**src/rtl/cache_arb_pkg.sv**
```systemverilog
// Shared types and default sizing for the cache-to-memory arbiter.
package cache_arb_pkg;

  localparam int MEM_LATENCY_DEF = 4;
  localparam int BURST_WORDS_DEF = 8;

  typedef enum logic [1:0] {
    IDLE,
    GRANT_I,
    GRANT_D,
    DRAIN
  } arb_state_t;

  typedef enum logic {
    OWN_I,
    OWN_D
  } owner_t;

endpackage

```
**src/rtl/arb_latency_pipe.sv**
```systemverilog
// Owner-tagged shift register mirroring the memory read latency; the tail entry
// lines up with mem_rdata_valid for a read pushed DEPTH cycles earlier (DEPTH >= 2).
module arb_latency_pipe
  import cache_arb_pkg::*;
#(
  parameter int DEPTH = MEM_LATENCY_DEF
) (
  input  logic clk,
  input  logic rst,
  input  logic push_i,
  input  logic push_owner_i,
  output logic tail_vld_o,
  output logic tail_owner_o,
  output logic empty_o
);

  logic [DEPTH-1:0] vld_q;
  logic [DEPTH-1:0] own_q;

  // Shifts every cycle; cycles without an issue insert a bubble.
  always_ff @(posedge clk) begin
    if (rst) begin
      vld_q <= '0;
      own_q <= '0;
    end else begin
      vld_q <= {vld_q[DEPTH-2:0], push_i};
      own_q <= {own_q[DEPTH-2:0], push_owner_i};
    end
  end

  assign tail_vld_o   = vld_q[DEPTH-1];
  assign tail_owner_o = own_q[DEPTH-1];
  assign empty_o      = ~|vld_q;

endmodule

```
**src/rtl/cache_mem_arbiter.sv**
```systemverilog
// Arbitrates I-fill, D-fill and D write-through stores onto one pipelined memory.
// Define CACHE_ARB_FAIR_EN for round-robin I/D tie-break; default is D over I.
module cache_mem_arbiter
  import cache_arb_pkg::*;
#(
  parameter int MEM_LATENCY = MEM_LATENCY_DEF,
  parameter int BURST_WORDS = BURST_WORDS_DEF
) (
  input  logic        clk,
  input  logic        rst,
  input  logic        i_req,
  input  logic [15:0] i_addr,
  output logic        i_busy,
  output logic        i_data_valid,
  input  logic        d_req,
  input  logic [15:0] d_addr,
  output logic        d_busy,
  output logic        d_data_valid,
  input  logic        d_wr_en,
  input  logic [15:0] d_wr_addr,
  input  logic [15:0] d_wr_data,
  output logic        d_wr_stall,
  output logic [15:0] rd_data,
  output logic        mem_enable,
  output logic        mem_wr,
  output logic [15:0] mem_addr,
  output logic [15:0] mem_wdata,
  input  logic [15:0] mem_rdata,
  input  logic        mem_rdata_valid
);

  localparam int CW = $clog2(BURST_WORDS) + 1;
  localparam logic [CW-1:0] CNT_LAST = CW'(BURST_WORDS - 1);

  arb_state_t    state_q, state_d;
  owner_t        burst_q, burst_d;
  owner_t        last_grant_q, last_grant_d;
  logic [CW-1:0] cnt_q, cnt_d;

  logic        push;
  logic        push_owner;
  logic        tail_vld;
  logic        tail_owner;
  logic        pipe_empty;
  logic        gnt_req;
  logic [15:0] gnt_addr;
  logic        d_wins;

  assign gnt_req    = (state_q == GRANT_I) ? i_req : d_req;
  assign gnt_addr   = (state_q == GRANT_I) ? i_addr : d_addr;
  assign push_owner = (state_q == GRANT_D);

`ifdef CACHE_ARB_FAIR_EN
  // On a tie the requester that did not own the previous burst goes first.
  assign d_wins = d_req && !(i_req && (last_grant_q == OWN_D));
`else
  assign d_wins = d_req;
`endif

  always_ff @(posedge clk) begin
    if (rst) begin
      state_q      <= IDLE;
      burst_q      <= OWN_I;
      last_grant_q <= OWN_I;
      cnt_q        <= '0;
    end else begin
      state_q      <= state_d;
      burst_q      <= burst_d;
      last_grant_q <= last_grant_d;
      cnt_q        <= cnt_d;
    end
  end

  always_comb begin
    state_d      = state_q;
    burst_d      = burst_q;
    last_grant_d = last_grant_q;
    cnt_d        = cnt_q;
    mem_enable   = 1'b0;
    mem_wr       = 1'b0;
    mem_addr     = '0;
    mem_wdata    = '0;
    d_wr_stall   = 1'b0;
    push         = 1'b0;

    unique case (state_q)
      IDLE: begin
        // IDLE is only reachable with an empty pipe, so a store never overtakes a read.
        if (d_wr_en) begin
          mem_enable = 1'b1;
          mem_wr     = 1'b1;
          mem_addr   = d_wr_addr;
          mem_wdata  = d_wr_data;
        end else if (d_wins) begin
          state_d = GRANT_D;
          burst_d = OWN_D;
          cnt_d   = '0;
        end else if (i_req) begin
          state_d = GRANT_I;
          burst_d = OWN_I;
          cnt_d   = '0;
        end
      end
      GRANT_I, GRANT_D: begin
        d_wr_stall = d_wr_en;
        if (!gnt_req) begin
          state_d = DRAIN;
        end else begin
          mem_enable = 1'b1;
          mem_addr   = gnt_addr;
          push       = 1'b1;
          cnt_d      = cnt_q + 1'b1;
          if (cnt_q == CNT_LAST) begin
            state_d = DRAIN;
          end
        end
      end
      DRAIN: begin
        d_wr_stall = d_wr_en;
        if (pipe_empty) begin
          state_d      = IDLE;
          last_grant_d = burst_q;
        end
      end
      default: state_d = IDLE;
    endcase
  end

  arb_latency_pipe #(
    .DEPTH(MEM_LATENCY)
  ) u_pipe (
    .clk          (clk),
    .rst          (rst),
    .push_i       (push),
    .push_owner_i (push_owner),
    .tail_vld_o   (tail_vld),
    .tail_owner_o (tail_owner),
    .empty_o      (pipe_empty)
  );

  assign i_busy  = (state_q != GRANT_I);
  assign d_busy  = (state_q != GRANT_D);
  assign rd_data = mem_rdata;

  // Returns with no tagged tail entry (stray or post-reset) are dropped.
  assign i_data_valid = mem_rdata_valid & tail_vld & (owner_t'(tail_owner) == OWN_I) & ~rst;
  assign d_data_valid = mem_rdata_valid & tail_vld & (owner_t'(tail_owner) == OWN_D) & ~rst;

endmodule

```
**config.mk**
```make
export PLATFORM = sky130hd
export DESIGN_NAME = cache_mem_arbiter
export DESIGN_NICKNAME = d
export VERILOG_FILES = /design/src/rtl/cache_arb_pkg.sv /design/src/rtl/arb_latency_pipe.sv /design/src/rtl/cache_mem_arbiter.sv
export SDC_FILE = /design/constraint.sdc
export NUM_CORES = 1
export LEC_CHECK = 0
export CAP_MARGIN = 20
export CORE_MARGIN = 5
export CORE_UTILIZATION = 31
export DETAILED_ROUTE_END_ITERATION = 10
export PLACE_DENSITY = 0.86
export SYNTH_ARGS = -nofsm -noshare
export SYNTH_HDL_FRONTEND = slang
export SYNTH_SLANG_ARGS = --single-unit
```
**constraint.sdc**
```tcl
create_clock -name clk -period 3.4 [get_ports clk]
set_input_delay 0.34 -clock clk [delete_from_list [all_inputs] [get_ports clk]]
set_output_delay 0.34 -clock clk [all_outputs]
set_load 0.01 [all_outputs]
```
==> implementation parameters <==
Parameter                              Value

Status
  Result of the run    complete, no violations

Global route
  Pin count of the biggest net entering global routing    24
  Number of global-route vias before repair    1,521
  Antenna violations before repair    0
  Wire length of the first global-routing pass    6840 um
  Final global-route overflow total    0
  Total routing usage reported by global routing    roughly 15%

Floorplan
  Die width    75.4 um
  Die H    75.4 um
  # rows    23
  I/O pins    141
  Total Die Area    approximately 0.0057 mm^2
  Effective utilization at floorplan    between 30% and 40%
  Core Footprint    0.00409 mm^2

Synthesis
  Average cell area after synthesis    just under 8 um^2
  Primary flip-flop cell chosen by synthesis mapping    sky130_fd_sc_hd__dfxtp_1
  Synthesized flop and latch total    14
  Post-Synthesis Cell Area    0.00133 mm^2
  Post-synth top area cell    sky130_fd_sc_hd__dfxtp_1
  Portion of synthesized cell area occupied by the leading cell type    a little over a fifth
  Leading post-synthesis cells by cell area    sky130_fd_sc_hd__dfxtp_1 21%, sky130_fd_sc_hd__mux2_2 15%, sky130_fd_sc_hd__buf_4 9.6%
  Synthesis warning total    0
  Sequential-to-total area share from yosys stat    21.1%
  Net count after synthesis    263
  Cell with the most instances after synthesis    sky130_fd_sc_hd__nor2_1
  Post-synth EDFFs    0
  Cell types with the highest counts after synthesis    22 x sky130_fd_sc_hd__nor2_1, 18 x sky130_fd_sc_hd__mux2_2, 17 x sky130_fd_sc_hd__buf_4
  Share of synthesized flip-flops with an asynchronous set or reset    0%
  Count of different cell masters after synthesis    30
  Gate count of the mapped netlist    about 170

Detailed routing
  Post-detailed-route wirelength per cell    between 15 and 20 um
  Post-route DRC    0
  Via count    1,537
  Vias per inst    between 5 and 6
  DR pass1 iterations    5
  Iter 0 DRT Violations    38
  Post-Route WL    4670 um
  Antenna-violating nets left    0

Power
  Part of the power in registers    15.2%
  Internal power contribution    0.802 mW
  Switching part of the total    between 30% and 40%
  Reported leakage power    0.932 nW
  Clock power share    12.4%
  Net load switching power    approximately 0.52 mW
  Combinational fraction of design power    a little over 70%
  Maximum vdd drop    329 uV
  PD cells    between 500 and 600 mW/mm^2

Critical path
  Max FO, Critical Path    17
  Type of element capturing the critical path    output port
  Kind of start point of the critical path    flip-flop
  Signal arrival time at the worst endpoint    2.67 ns
  Worst setup path class    flip-flop to output port
  Worst Path Required    approximately 3 ns

Clock tree
  # hold bufs at CTS    0
  H-tree depth    1
  Latest clock arrival within the worst-skew pair    0.25 ns
  Setup Fix Bufs, Post-CTS    0
  CTS root buffer    sky130_fd_sc_hd__clkbuf_8
  Sinks on the clock net    14
  Clock buffer count from CTS    3
  Number of instances resized during post-cts repair    0
  Maximum root-to-sink buffer count    2
  TritonCTS clock tree    done
  Reg clk slew, reported paths    approximately 0.060 ns

Finish
  Net total in the final layout    between 300 and 400
  Layout cells sized above 1    9.84%
  Antenna diode count    0
  Area growth syn-to-layout    77.0%

STA
  Final WS setup    slightly below 0.4 ns
  Slew at the pin with the worst max-slew slack    0.777 ns
  Final worst path period need    3.01 ns
  Worst max-slew margin expressed relative to the limit    48.2%
  Portion of the clock cycle consumed by the worst path in the final layout    88.6%
  Setup repair after global routing missed its margin    false
  Final setup TNS    0 ns
  Max Clock Skew    roughly 0.0034 ns
  Final number of max-transition violations    0
  Hold violation count in the final report    0
  Final setup vio count    0
  Hold WS    0.435 ns
  Max Freq    0.332 GHz

Min path
  Min-delay worst type    flip-flop to flip-flop

Flow run
  MaxCap Viol Count    0

Place
  Hpwl dp    3760 um
  Number of buffer cells added on primary ports    roughly 110
  RD Place Congestion    0.793
  DP Worst Slack    around 0.59 ns
## critical path, stage by stage, from the launching register on
cell and delay, ns:
sky130_fd_sc_hd__dfxtp_1 0.39, sky130_fd_sc_hd__inv_1 0.10, sky130_fd_sc_hd__ha_1 0.48, sky130_fd_sc_hd__and2_1 0.60, sky130_fd_sc_hd__a22oi_1 0.16, sky130_fd_sc_hd__nor2_1 0.12
sky130_fd_sc_hd__clkdlybuf4s50_1 0.56
## kinds of logic after synthesis
family	after synthesis	share of synthesized area [%]
DFF	14	21.1
AOI/OAI and AO/OA	32	15.9
buffers and inverters	35	15.1
and+or+nand+nor	65	25.8
adders and majority gates	6	5.66
muxes	19	16.4
## worst paths after layout
kind                                                  from                         end  slack, ns  depth (start not counted)
worst max-delay path               state_q[0]$_SDFFE_PP0P_                 mem_addr[3]       0.39                          6
worst min-delay path            u_pipe.own_q[1]$_SDFF_PP0_  u_pipe.own_q[2]$_SDFF_PP0_       0.43                          1
worst min register to register  u_pipe.own_q[1]$_SDFF_PP0_  u_pipe.own_q[2]$_SDFF_PP0_       0.43                          1
worst max register to register     state_q[0]$_SDFFE_PP0P_       cnt_q[3]$_SDFFE_PP0P_       1.32                          6
## area by class of cell
class | instances | area (um^2)
tap | 50 | 62.6
clock buffer | 4 | 55.1
fill | 383 | 1740
sequential | 14 | 280
timing repair buffer | 108 | 1080
inverter | 6 | 22.5
multi-input combinational | 122 | 846
## through the flow
| step | instance area (um^2) | utilization [%] | instances | power (mW) |
|---|---|---|---|---|
| 5_1_grt | 2350 | 57.4 | 304 | 1.43 |
| 6_report | 2350 | 57.4 | 304 | 1.32 |
| 2_1_floorplan | 1330 | - | 171 | 0.753 |
| 3_5_place_dp | 2290 | 56.1 | 300 | 1.17 |
| 4_1_cts | 2350 | 57.4 | 304 | 1.33 |
| 3_3_place_gp | 2290 | 56.1 | 300 | 1.15 |
## power groups by stage
stage	Clock, mW	Sequential [mW]	Combinational, mW
2_1_floorplan	0	0.201	0.552
3_3_place_gp	0	0.203	0.951
3_5_place_dp	0	0.205	0.961
4_1_cts	0.169	0.201	0.964
5_1_grt	0.174	0.205	1.05
6_report	0.164	0.201	0.958
## flip-flops by register name, summed over array words and instances (netlist names)
name	count
cnt_q	4
u_pipe.vld_q	4
u_pipe.own_q	4
state_q	2
## routing by layer
layer  track usage (%)  vias to the layer above  share of wire, %
met3              6.86                        8                15
met2              27.1                      103                51
met1              16.0                      676                33
li1                  -                      750                 -
met4              6.21                        0               1.5
met5                 0                        -                 0
## cells in the final DEF (no fill, tap or decap)
master,instances
sky130_fd_sc_hd__clkdlybuf4s50_1,108
sky130_fd_sc_hd__nor2_1,22
sky130_fd_sc_hd__mux2_2,18
sky130_fd_sc_hd__a22oi_1,16
sky130_fd_sc_hd__and3_1,16
sky130_fd_sc_hd__dfxtp_1,14
sky130_fd_sc_hd__nor2b_1,7
sky130_fd_sc_hd__a21oi_1,6
sky130_fd_sc_hd__ha_1,6
sky130_fd_sc_hd__inv_1,5
sky130_fd_sc_hd__nand2_1,5
sky130_fd_sc_hd__o21ai_0,4
sky130_fd_sc_hd__clkbuf_8,4
sky130_fd_sc_hd__nor3_1,3
sky130_fd_sc_hd__nand2b_1,3
sky130_fd_sc_hd__o211ai_1,2
sky130_fd_sc_hd__or3_1,2
sky130_fd_sc_hd__a31oi_1,2
sky130_fd_sc_hd__nand3_1,2
sky130_fd_sc_hd__inv_2,1
sky130_fd_sc_hd__mux2_4,1
sky130_fd_sc_hd__and2_1,1
sky130_fd_sc_hd__nand2_4,1
sky130_fd_sc_hd__nor3b_1,1
sky130_fd_sc_hd__nand3b_1,1
sky130_fd_sc_hd__o41ai_1,1
sky130_fd_sc_hd__o21ai_1,1
sky130_fd_sc_hd__or4_1,1
No activity file was read; power rests on OpenSTA's default activity.
==> RTL change 1: new RTL, same flow settings <==
Build with the macro `CACHE_ARB_FAIR_EN` defined.
--- a/src/rtl/cache_mem_arbiter.sv
+++ b/src/rtl/cache_mem_arbiter.sv
@@ -1,4 +1,6 @@
 // Arbitrates I-fill, D-fill and D write-through stores onto one pipelined memory.
 // Define CACHE_ARB_FAIR_EN for round-robin I/D tie-break; default is D over I.
+`define CACHE_ARB_FAIR_EN
+
 module cache_mem_arbiter
   import cache_arb_pkg::*;
Check against the original RTL: not equivalent (Yosys sat finds a counterexample within 10 cycles, from zero or initial values and one cycle with rst high).
==> RTL change 1 against the original RTL <==
Setup slack improved by 100 ps. Combinational power fell by 2%. Power increased by 1.4%. Area after synthesis up 9.0%. Synthesized cell count increased by 7.6%. Cell area is 6.2% higher. First-iteration DRC count decreased by 7.9%. Wire length grew 3.3%. Sequential cell count rose by 2.
==> RTL change 1: results (changes against the original RTL) <==
| Metric | Value |
|---|---|
| Max VDD drop | 0.304 mV (-7.6%) |
| Final GP Congestion | 0.762 (-4.0%) |
| IO Port Bufs | 108 (unchanged) |
| Sequential element share of the synthesized area | 22.2% (+1.0 points) |
| Filler cells | 424 (+11%) |
| Largest cells by area after synthesis | dfxtp_1 22%, mux2_2 13%, a22oi_1 8.8%, buf_4 8.3%, nor2_1 7.3% |
| Worst min-delay path class | reg2reg |
| Least-Margin Pin Slew | 827 ps (+50.1 ps) |
| Pre-antenna DRT Iters | 6 (+1) |
| Clk root buf | clkbuf_8 |
| Post-CTS Setup Inserts | 0 (unchanged) |
| Met3 Use GR | 5.03% (-1.8 points) |
| Area after DPL | 2440 um2 (+6.3%) |
| H-Tree Depth | 1 (unchanged) |
| Initial drt markers | 35 (-7.9%) |
| Total Nets Final | 364 (+4.9%) |
| Reg2reg end | cnt_q[1] |
| Vias in the first global route | 1,679 (+10%) |
| Worst-skew pair later-pin latency | 250 ps (about the same) |
| Largest regs | cnt_q: 4 flops, u_pipe.own_q: 4 flops, u_pipe.vld_q: 4 flops |
| First-pass GRT wire length | 7.80 mm (+14%) |
| Worst path top cell family by delay | buffers and inverters |
| HPWL after DPL | 3.75 mm (-0.27%) |
| Reg-to-Reg Start | state_q[0] |
| Crit-path max FO | 17 (unchanged) |
| Post-synth cell types | 33 (+10%) |
| Initial antenna violation count | 0 (unchanged) |
| Overall global routing resource usage | 15.4% (-0.036 points) |
| Synth warnings | 0 (unchanged) |
| Largest net degree at the start of global routing | 23 (-4.2%) |
| End of the worst hold path | u_pipe.own_q[3] |
| FF-to-FF setup slack | 1230 ps (-90 ps) |
| Net Count, Synth | 278 (+5.7%) |
| Worst EP arrival | 2570 ps (-100 ps) |
| Status | completed |
| Net Sw Frac | 38.6% (-0.84 points) |
| Ant diodes | 0 (unchanged) |
| Clock Skew | 3.22 ps (-0.152 ps) |
| Met1 Usage GRT | 16.6% (+0.64 points) |
| Synth top cells by count | 28 x nor2_1, 17 x a22oi_1, 17 x mux2_2 |
| Via density per instance | 5.07 (+0.25%) |
| Leakage dissipation | 1.01 nW (+7.9%) |
| Critical Path Slowest Stage Cell | clkdlybuf4s50_1 |
| Met2 Use GR | 28.4% (+1.3 points) |
| Share of layout cells above drive strength 1 | 10.4% (+0.57 points) |
| Average wire per standard cell | 15.0 um (-2.2%) |
| Post-cts sizing count | 0 (unchanged) |
| Worst hold start | u_pipe.own_q[2] |
| Slowest cell delay on critical path | 550 ps (-50 ps) |
-- RTL change 1: power by group through the flow --
| stage | Sequential [W] | Combinational, W | Clock (W) |
|---|---|---|---|
| floorplan | 0.000233 | 0.000533 | 0 |
| global placement | 0.000239 | 0.000920 | 0 |
| detailed placement | 0.000239 | 0.000939 | 0 |
| CTS | 0.000236 | 0.000949 | 0.000171 |
| global route | 0.000239 | 0.00102 | 0.000179 |
| finish | 0.000236 | 0.000938 | 0.000168 |
-- RTL change 1: worst max-delay path by stage --
stage / from / end / cells after the start
3_3_place_gp: d_wr_en / mem_addr[4] / 5
6_report: state_q[0] / mem_addr[7] / 6
5_1_grt: state_q[0] / mem_addr[2] / 6
4_1_cts: state_q[0] / mem_addr[7] / 6
2_1_floorplan: state_q[0] / mem_addr[4] / 8
3_5_place_dp: d_wr_en / mem_addr[7] / 5
-- RTL change 1: metrics by stage --
stage	setup slack, ps	cells	total power, W	util [%]	hold slack, ps
finish	488	321	0.00134	56.1	438
global route	313	321	0.00144	56.1	460
CTS	465	321	0.00136	56.1	441
detailed placement	655	317	0.00118	54.8	426
global placement	726	317	0.00116	54.8	419
floorplan	1400	184	0.000766	-	414
-- RTL change 1: logic make-up (layout without fill, tap and decap cells) --
family	Yosys count	count (layout)	share of synthesized area, %
AO/OA/AOI/OAI	28	28	13.9
adder cells (fa/ha/maj)	8	8	6.93
buffers and inverters	36	121	14.0
AND/OR/NAND/NOR	77	77	28.4
flip-flops	16	16	22.2
multiplexers	19	19	14.6
-- RTL change 1: per-layer routing --
metal,up-vias,wire [um]
met3,8,457
met5,-,0
met4,0,36
met1,747,1950
met2,82,2370
li1,790,-
-- RTL change 1: cell type report --
class | count | share of cell area (%)
Sequential cell | 16 | 12.9
Inverter | 5 | 0.753
Timing Repair Buffer | 112 | 44.6
Multi-Input combinational cell | 132 | 37.0
Clock buffer | 4 | 2.21
Tap cell | 52 | 2.61
-- RTL change 1: worst reg2reg max path: cells and delay by family, from the launching register on --
kind | cells | cell delay (ps)
flip-flops | 1 | 450
AND/OR/NAND/NOR | 2 | 680
adder cells (fa/ha/maj) | 1 | 220
AO/OA/AOI/OAI | 2 | 620
buffers and inverters | 1 | 130
==> RTL change 2: new RTL, same settings <==
Made on the original files. Encoding of `arb_state_t`: now Gray code (2 bits for 4 states).
--- a/src/rtl/cache_arb_pkg.sv
+++ b/src/rtl/cache_arb_pkg.sv
@@ -6,8 +6,8 @@
 
   typedef enum logic [1:0] {
-    IDLE,
-    GRANT_I,
-    GRANT_D,
-    DRAIN
+    IDLE    = 2'b00,
+    GRANT_I = 2'b01,
+    GRANT_D = 2'b11,
+    DRAIN   = 2'b10
   } arb_state_t;
 
Check against the original RTL: no difference found for any inputs over 10 cycles, from zero or initial values and one cycle with rst high; not proved beyond that.
==> RTL change 2 against the original RTL <==
Count of clock-buffer cells in the layout is the same. Register-to-register slack gained 490 ps. First-iteration DRC count decreased by 37%. Clock skew fell by 0.95 ps. Wire length decreased by 13%. Sequential cell count unchanged. Area after synthesis shrank 7.4%. Cell area down 4.6%. Setup slack better by 360 ps. Fmax up 14%. Critical path type unchanged.
Power is not compared: it rests on default switching activity, and its combinational part moved more than twofold at a synthesized area within 25%.
==> RTL change 2: results (changes against the original RTL) <==
| Metric | Value |
|---|---|
| Multi-input gates | 109 (-11%) |
| Area Growth Syn to Fin | 82.2% |
| R2R cell count | 4 (-2) |
| Met2 Use GR | 24.6% (-2.5 points) |
| End of the worst hold path | u_pipe.own_q[3] |
| Final Cell Area | 2240 um2 (-4.6%) |
| Pre-antenna DRT Iters | 4 (-1) |
| Sequential element share of the synthesized area | 22.8% (+1.7 points) |
| Total Wirelength | 4.05 mm (-13%) |
| Footprint of the multi-input gates | 739 um2 (-13%) |
| Compound-cell area share of the yosys netlist | 12.5% (-3.4 points) |
| Slew margin rel. | 44.7% (-3.5 points) |
| FF-to-FF setup slack | 1810 ps (+490 ps) |
| Synth Area in Adders | 1.02% (-4.6 points) |
| Filler cells | 339 (-11%) |
| Final GP Congestion | 0.741 (-6.6%) |
| Non-clock buffer count | 110 (+1.9%) |
| Critical Path Slowest Stage Cell | dfxtp_1 |
| First-pass GRT wire length | 5.91 mm (-14%) |
| Reg2reg end | cnt_q[2] |
| HPWL after DPL | 3.31 mm (-12%) |
| Overall global routing resource usage | 13.9% (-1.5 points) |
| Worst hold start | u_pipe.own_q[2] |
| Reg-to-Reg Start | state_q[1] |
| Largest net degree at the start of global routing | 23 (-4.2%) |
| Wire length on met1 | 1.53 mm (-1.7%) |
| Met2 WL | 1.88 mm (-20%) |
| Vias in the first global route | 1,336 (-12%) |
| Worst path top cell family by delay | flip-flops |
| Post-synth ARST share | 0% (unchanged) |
| Fraction of area in registers | 12.5% (+0.58 points) |
| DR vias | 1,392 (-9.4%) |
| Inverters, non-clock | 2 (-4) |
| Largest cells by area after synthesis | dfxtp_1 23%, mux2i_1 13%, buf_4 11%, and3_1 8.1%, o21ai_0 7.3% |
| ClkCell Share | 2.46% (+0.11 points) |
| Critical Path End | mem_addr[4] |
| Routed wl met3 | 596 um (-13%) |
| Net Count, Synth | 239 (-9.1%) |
| Post-synth cell types | 36 (+20%) |
| NonClk Buf Share | 49.0% (+2.9 points) |
| Total Nets Final | 327 (-5.8%) |
| Synth top cells by count | 21 x nand2_1, 18 x buf_4, 18 x o21ai_0 |
| Initial drt markers | 24 (-37%) |
| Status | completed |
-- RTL change 2: cell types whose count changed after synthesis, moves of 3 or more --
cell / delta
o21ai_0: +14
nand2_1: +16
mux2_2: -17
a21oi_1: -4
mux2i_1: +16
inv_1: -3
a22oi_1: -16
nor2_1: -18
buf_6: +4
nor3_1: -3
ha_1: -5
clkbuf_1: -3
-- RTL change 2: metrics by stage --
stage | instances | power, W | utilization, % | setup WS, ps | hold slack, ps
2_1_floorplan | 152 | 0.000327 | - | 1760 | 414
3_3_place_gp | 283 | 0.000476 | 58.3 | 765 | 418
3_5_place_dp | 283 | 0.000480 | 58.3 | 744 | 441
4_1_cts | 287 | 0.000639 | 59.8 | 743 | 454
5_1_grt | 287 | 0.000667 | 59.8 | 548 | 461
6_report | 287 | 0.000632 | 59.8 | 751 | 442
-- RTL change 2: power by group --
part	switching [W]	internal (W)	leakage [nW]	total, W
Combinational	0.000111	0.000185	0.757	0.000296
Clock	0.0000554	0.000102	0.0288	0.000158
Sequential	0.00000931	0.000169	0.113	0.000178
